<file path="config.mk">
export PLATFORM = sky130hd
export DESIGN_NAME = instr_fetch_unit
export DESIGN_NICKNAME = d
export VERILOG_FILES = /design/src/rtl/ifu_pkg.sv /design/src/rtl/instr_field_split.sv /design/src/rtl/instr_fetch_unit.sv
export SDC_FILE = /design/constraint.sdc
export NUM_CORES = 1
export LEC_CHECK = 0
export ABC_CLOCK_PERIOD_IN_PS = 2700
export CAP_MARGIN = 10
export CORE_ASPECT_RATIO = 0.8
export CORE_MARGIN = 5
export CORE_UTILIZATION = 40
export DETAILED_ROUTE_END_ITERATION = 16
export PLACE_DENSITY = 0.81
export SLEW_MARGIN = 20
export SYNTH_ARGS = -nofsm -noshare
export SYNTH_HDL_FRONTEND = slang
export SYNTH_SLANG_ARGS = --single-unit
</file>
<file path="constraint.sdc">
create_clock -name clk -period 2.7 [get_ports clk]
set_input_delay 0.405 -clock clk [delete_from_list [all_inputs] [get_ports clk]]
set_output_delay 0.405 -clock clk [all_outputs]
set_load 0.02 [all_outputs]
</file>
<file path="src/rtl/ifu_pkg.sv">
// Shared definitions for the instruction fetch unit: fetch FSM states,
// instruction field bit positions and the default sequential PC step.
package ifu_pkg;

  typedef enum logic [1:0] {
    S_BOOT  = 2'd0,
    S_FETCH = 2'd1,
    S_ISSUE = 2'd2
  } fetch_state_e;

  localparam int unsigned COND_MSB  = 31;
  localparam int unsigned COND_LSB  = 28;
  localparam int unsigned OP_MSB    = 27;
  localparam int unsigned OP_LSB    = 26;
  localparam int unsigned FUNCT_MSB = 25;
  localparam int unsigned FUNCT_LSB = 20;
  localparam int unsigned RN_MSB    = 19;
  localparam int unsigned RN_LSB    = 16;
  localparam int unsigned RD_MSB    = 15;
  localparam int unsigned RD_LSB    = 12;
  localparam int unsigned SRC2_MSB  = 11;
  localparam int unsigned SRC2_LSB  = 0;

  localparam int unsigned PC_STEP_DEFAULT = 4;

  // A redirect target is misaligned when either low address bit is set.
  function automatic logic misaligned(input logic [1:0] addr_lsb);
    return (addr_lsb != 2'b00);
  endfunction

endpackage

</file>
<file path="src/rtl/instr_field_split.sv">
// Combinational split of a 32-bit ARM-style instruction word into the
// decoder fields Cond/Op/Funct/Rn/Rd/Src2.
module instr_field_split
  import ifu_pkg::*;
(
  input  logic [31:0] ir_i,
  output logic [3:0]  cond_o,
  output logic [1:0]  op_o,
  output logic [5:0]  funct_o,
  output logic [3:0]  rn_o,
  output logic [3:0]  rd_o,
  output logic [11:0] src2_o
);

  assign cond_o  = ir_i[COND_MSB:COND_LSB];
  assign op_o    = ir_i[OP_MSB:OP_LSB];
  assign funct_o = ir_i[FUNCT_MSB:FUNCT_LSB];
  assign rn_o    = ir_i[RN_MSB:RN_LSB];
  assign rd_o    = ir_i[RD_MSB:RD_LSB];
  assign src2_o  = ir_i[SRC2_MSB:SRC2_LSB];

endmodule

</file>
<file path="src/rtl/instr_fetch_unit.sv">
// Fetch/issue front end: owns the PC, fetches over a req/ack port, holds the IR
// and presents decoded fields. Optional counters enabled by IFU_PERF_CNT_EN.
module instr_fetch_unit
  import ifu_pkg::*;
#(
  parameter int unsigned       ADDR_W   = 32,
  parameter logic [ADDR_W-1:0] RESET_PC = 32'h0000_0000,
  parameter int unsigned       PC_STEP  = PC_STEP_DEFAULT
) (
  input  logic              clk,
  input  logic              rst,
  output logic              imem_req,
  output logic [ADDR_W-1:0] imem_addr,
  input  logic              imem_ack,
  input  logic [31:0]       imem_rdata,
  input  logic              stall,
  input  logic              PCSrc,
  input  logic [ADDR_W-1:0] branch_target,
  output logic              instr_valid,
  output logic [3:0]        Cond,
  output logic [1:0]        Op,
  output logic [5:0]        Funct,
  output logic [3:0]        Rn,
  output logic [3:0]        Rd,
  output logic [11:0]       Src2,
  output logic [ADDR_W-1:0] pc_out,
  output logic [ADDR_W-1:0] pc_plus8,
`ifdef IFU_PERF_CNT_EN
  output logic [31:0]       fetch_cnt,
  output logic [15:0]       redirect_cnt,
`endif
  output logic              align_err
);

  fetch_state_e      state_q, state_d;
  logic [ADDR_W-1:0] pc_q, pc_d;
  logic [31:0]       ir_q, ir_d;
  logic              align_q, align_d;

  // Next-state, PC and IR update for the boot/fetch/issue sequence.
  always_comb begin
    state_d = state_q;
    pc_d    = pc_q;
    ir_d    = ir_q;
    align_d = 1'b0;
    case (state_q)
      S_BOOT: begin
        state_d = S_FETCH;
      end
      S_FETCH: begin
        if (imem_ack) begin
          ir_d    = imem_rdata;
          state_d = S_ISSUE;
        end else begin
          state_d = S_FETCH;
        end
      end
      S_ISSUE: begin
        if (stall) begin
          state_d = S_ISSUE;
        end else if (PCSrc) begin
          pc_d    = {branch_target[ADDR_W-1:2], 2'b00};
          align_d = misaligned(branch_target[1:0]);
          state_d = S_FETCH;
        end else begin
          pc_d    = pc_q + ADDR_W'(PC_STEP);
          state_d = S_FETCH;
        end
      end
      default: begin
        state_d = S_BOOT;
      end
    endcase
  end

  // State, PC, IR and alignment-pulse registers.
  always_ff @(posedge clk) begin
    if (rst) begin
      state_q <= S_BOOT;
      pc_q    <= RESET_PC;
      ir_q    <= 32'h0000_0000;
      align_q <= 1'b0;
    end else begin
      state_q <= state_d;
      pc_q    <= pc_d;
      ir_q    <= ir_d;
      align_q <= align_d;
    end
  end

  assign imem_req    = (state_q == S_FETCH);
  assign imem_addr   = pc_q;
  assign instr_valid = (state_q == S_ISSUE);
  assign align_err   = align_q;
  assign pc_out      = pc_q;
  assign pc_plus8    = pc_q + ADDR_W'(32'd8);

  instr_field_split u_split (
    .ir_i    (ir_q),
    .cond_o  (Cond),
    .op_o    (Op),
    .funct_o (Funct),
    .rn_o    (Rn),
    .rd_o    (Rd),
    .src2_o  (Src2)
  );

`ifdef IFU_PERF_CNT_EN
  logic [31:0] fetch_cnt_q;
  logic [15:0] redirect_cnt_q;

  // Saturating counters of accepted fetches and taken redirects.
  always_ff @(posedge clk) begin
    if (rst) begin
      fetch_cnt_q    <= 32'h0000_0000;
      redirect_cnt_q <= 16'h0000;
    end else begin
      if ((state_q == S_FETCH) && imem_ack && (fetch_cnt_q != 32'hFFFF_FFFF)) begin
        fetch_cnt_q <= fetch_cnt_q + 32'd1;
      end else begin
        fetch_cnt_q <= fetch_cnt_q;
      end
      if ((state_q == S_ISSUE) && !stall && PCSrc && (redirect_cnt_q != 16'hFFFF)) begin
        redirect_cnt_q <= redirect_cnt_q + 16'd1;
      end else begin
        redirect_cnt_q <= redirect_cnt_q;
      end
    end
  end

  assign fetch_cnt    = fetch_cnt_q;
  assign redirect_cnt = redirect_cnt_q;
`endif

endmodule

</file>
Word-level counts from Yosys, hierarchy flattened
Cells that the tools add are included.

Bits in read-only memories: 0. Word-level logic and storage cells: 20. Register bits after elaboration: 67. Memories kept: 0. Bits in writable memories: 0. Output and inout port bits: 131. Bits in latches: 0.

$mul: 0. Reductions and logical operators: 5. Shifts and indexed selects: 0. Multiplexer cells: 4. Add/subtract/negate cells: 2. Divide/modulo/power cells: 0. Bitwise gates (word level): 3. Equal/unequal tests: 2. Order comparisons: 0.

Operators by type and width (number): 32-bit by 3-bit adder with 32-bit output (second input constant) (1); 32-bit by 4-bit adder with 32-bit output (second input constant) (1); 32-bit two-way mux (1); 2-bit case mux with 3 select lines (1); 2-bit two-way mux (2); 2-bit AND reduction (2); 4-bit OR reduction (1); 1-bit NOT (3); 2-bit by 1-bit equality test with 1-bit output (second input constant) (1); 2-bit equality test (second input constant) (1); 2-bit logical NOT (1); 2-bit nonzero test (1).

Depth between registers and ports, before layout
Word-level depth: 3. Mapped depth: 7. Gate-level depth less buffers: 6.

Modules after synthesis
Synthesis repeated with hierarchy kept, for this count alone.

Cell total of the unflattened synthesis: 561. Area total of the unflattened synthesis: 4137.7 sq um.

By module, submodules not included: instr_fetch_unit (cells an instance 529, area an instance 3897.5 sq um, instances 1, sequential area each 1301.2 sq um); instr_field_split (cells an instance 32, area an instance 240.2 sq um, instances 1, sequential area each 0.0 sq um).

Least setup slack after synthesis
No wires, ideal clock.

Kind: reg-to-output. From: register pc_q[4] (netlist: imem_addr[4]). To: output pc_plus8[29]. Arrival: 2.261 ns. Buffers on the path: 1. Path slack: 0.034 ns. Data required time: 2.295 ns. Cell stages (with the launch flop): 7. Cell sequence: dfxtp_1 > ha_1 > nand3_1 > or2_1 > clkbuf_1 > or4_1 > xnor2_1.

Longest elaborated chain between the ends: 1.

RTL lines: from (decl) (RTL line instr_fetch_unit.sv:36) `logic [ADDR_W-1:0] pc_q, pc_d;`; from (signal assigned) (RTL line instr_fetch_unit.sv:85) `pc_q <= pc_d;`; 32-bit by 4-bit adder with 32-bit output (RTL line instr_fetch_unit.sv:96) `assign pc_plus8 = pc_q + ADDR_W'(32'd8);`; to (decl) (RTL line instr_fetch_unit.sv:27) `output logic [ADDR_W-1:0] pc_plus8,`.

Every way passes these cells.

Worst setup path in the final report
From: register pc_q[4] (netlist: imem_addr[4]). To: output pc_plus8[18].

Same word-level chain as after synthesis.

==> out/summary.txt <==
Clock Sinks - 65
largest net degree at the start of global routing - 36
Syn Area/Cell - 7.37 sq um
fin. max-slew vios - 0
Post-Synthesis Cells - 529
I/O Buffers - 193
Rel. slew slack - 57.0%
share of cells above drive strength 1 - 14.7%
post-synthesis sequential area ratio - 33.4%
post-DP HPWL - 11.4 mm
gpl congestion - 0.926
DRT Wirelength - 15.2 mm
Fin Setup TNS - 0 ps
Tcrit/Tclk final - 96.5%
nets - 789
Top delay family on crit path - simple AND/OR/NAND/NOR gates
vias per cell - 5.53
Post-Layout Inst Area - 0.00633 sq mm
CP required - 2300 ps
crit end category - primary output
cell with the most instances after synthesis - nand2_1
global-route wire length before repair - 23.7 mm
area leader, netlist - dfxtp_1
DR iter-0 viols - 451
later-pin clock latency in the skew report - 340 ps
Worst-path clk slew - 60 ps
worst setup path category - flop to primary output
die width - 120 um
Async S/R FF share, synth - 0%
Tot GR Track Use - 24.7%
Syn Std Cell Area - 0.00390 sq mm
number of flops mapped to enable cells by yosys - 0
Core ar. - 0.00957 sq mm
crit path DAT - 2200 ps
Post-route DRC - 0
Hold WS - 452 ps
ant diodes - 0
slowest stage cell on the critical path - or3_4
final hold violation count - 0
RSZ-0062 raised after global routing - true
Pwr Density - 442 mW/mm^2
total number of vias - 4654
Setup Skew - 7.74 ps
Initial Utilization - 40.7%
synth cell count leaders - 99 x nand2_1, 65 x dfxtp_1, 52 x a21oi_1, 38 x nor2_1, 37 x buf_4
Clock H-tree levels - 3
CTS Buffer Depth - 2
Die Y - 98.3 um
DRT Pass-1 Iters - 6
critical-path cell list - nand4_1, or3_4, nor4_4, buf_4, xor2_1, dlygate4sd2_1
vias in the first global route - 4605
Rows - 32
Main synth FF type - dfxtp_1
CTS tree - done
Root Buffer - clkbuf_16
Top Ports - 200
total grt overflow - 0
Fmax - 384 MHz
Layout area overhead - 62.4%
Cell variety after synth - 53
Max stage delay on crit path - 410 ps
Final Setup Violations - 0
area fraction of the dominant cell type after synthesis - 33.4%
Final Critical Period - 2600 ps
sum of buffers and inverters on the critical path - 2
Max VDD drop - 0.368 mV
Worst Hold Class - flop to flop
critical path fanouts, max - 3
Static Leakage - 0.00237 uW
Overall Power - 2800 uW
max-cap violations - 0
Warnings, synthesis - 0
Routed wire per std cell - 18.0 um
Yosys reg bits - 65
DIE AREA - 0.0118 sq mm
largest cells by area after synthesis - dfxtp_1 33%, nand2_1 9.5%, buf_4 7.1%
Setup crit start kind - flop
antenna-violating nets left - 0
Inserted Clock Buffers - 9
antenna violations before repair - 0
status - completed
Least-Margin Pin Slew - 645 ps
dpl cell area - 0.00599 sq mm
[tightest hold or removal path: stages, from the launching register on]
cell and delay, ps:
dfxtp_1 310, nand2_1 50, a21oi_1 50
[routing by layer]
layer  global-route usage (%)  routed length, um
met1                     29.2               5900
met2                     41.4               7350
met3                     7.82               1500
met4                     10.1                419
met5                        0                  0
[metrics by stage]
step	cells	worst slack [ps]	util (%)
after detailed placement	825	-76.0	62.6
after CTS	842	-137	66.3
final	842	95.1	66.2
after floorplan	534	34.4	-
after global routing	842	-32.3	66.2
after global placement	825	-32.9	62.6
[path summary, 6_finish.rpt]
path	start	end	slack (ps)	depth (start not counted)
min reg2reg	ir_q[23]	ir_q[23]	450	2
min	ir_q[23]	ir_q[23]	450	2
max reg2reg	imem_addr[4]	imem_addr[29]	360	7
max	imem_addr[4]	pc_plus8[18]	100	6
[flip-flops by register name, summed over array words and instances (netlist names)]
register,count
align_err,1
imem_addr,30
ir_q,32
state_q,2
[cells by family (layout without fill, tap and decap cells)]
family | count (synthesis) | after routing | synth area share [%]
flip-flops | 65 | 65 | 33.4
AO/OA/AOI/OAI | 117 | 117 | 18.2
AND/OR/NAND/NOR | 228 | 228 | 28.7
multiplexers | 3 | 3 | 0.803
adder cells (fa/ha/maj) | 2 | 2 | 0.642
XOR/XNOR | 27 | 27 | 6.07
buffers and inverters | 86 | 275 | 12.1
other | 1 | 6 | 0.0962
[power by group]
| group | total (uW) | internal (uW) | switching [uW] |
|---|---|---|---|
| logic | 407 | 206 | 201 |
| registers | 1010 | 990 | 21.1 |
| clock network | 1380 | 913 | 465 |
| total | 2800 | 2110 | 687 |
[placed cells by master, fill, tap and decap left out, drive strengths merged, types with 14 or more instances in the layout]
| cell | count |
|---|---|
| a21oi | 52 |
| nand3 | 14 |
| clkbuf | 14 |
| clkdlybuf4s50 | 172 |
| xnor2 | 18 |
| dfxtp | 65 |
| buf | 67 |
| nor2 | 38 |
| nand4 | 18 |
| nand2 | 99 |
| o21ai | 21 |
[area by class of cell]
class | count | area (sq um)
multi-input combinational | 383 | 2190
clock inverter | 7 | 125
clock buffer | 9 | 225
fill | 771 | 3240
timing repair buffer | 253 | 2310
inverter | 6 | 22.5
tap | 119 | 149
sequential | 65 | 1300
[repair_timing]
action / in CTS / in global routing
resized for setup: 35 / 27
endpoints found under the hold margin: 0 / 0
endpoints found under the setup margin: 20 / 14
hold buffers: 0 / 0
buffers inserted: 1 / 0
pin swaps: 2 / 1
(Power assumes the default switching activity.)
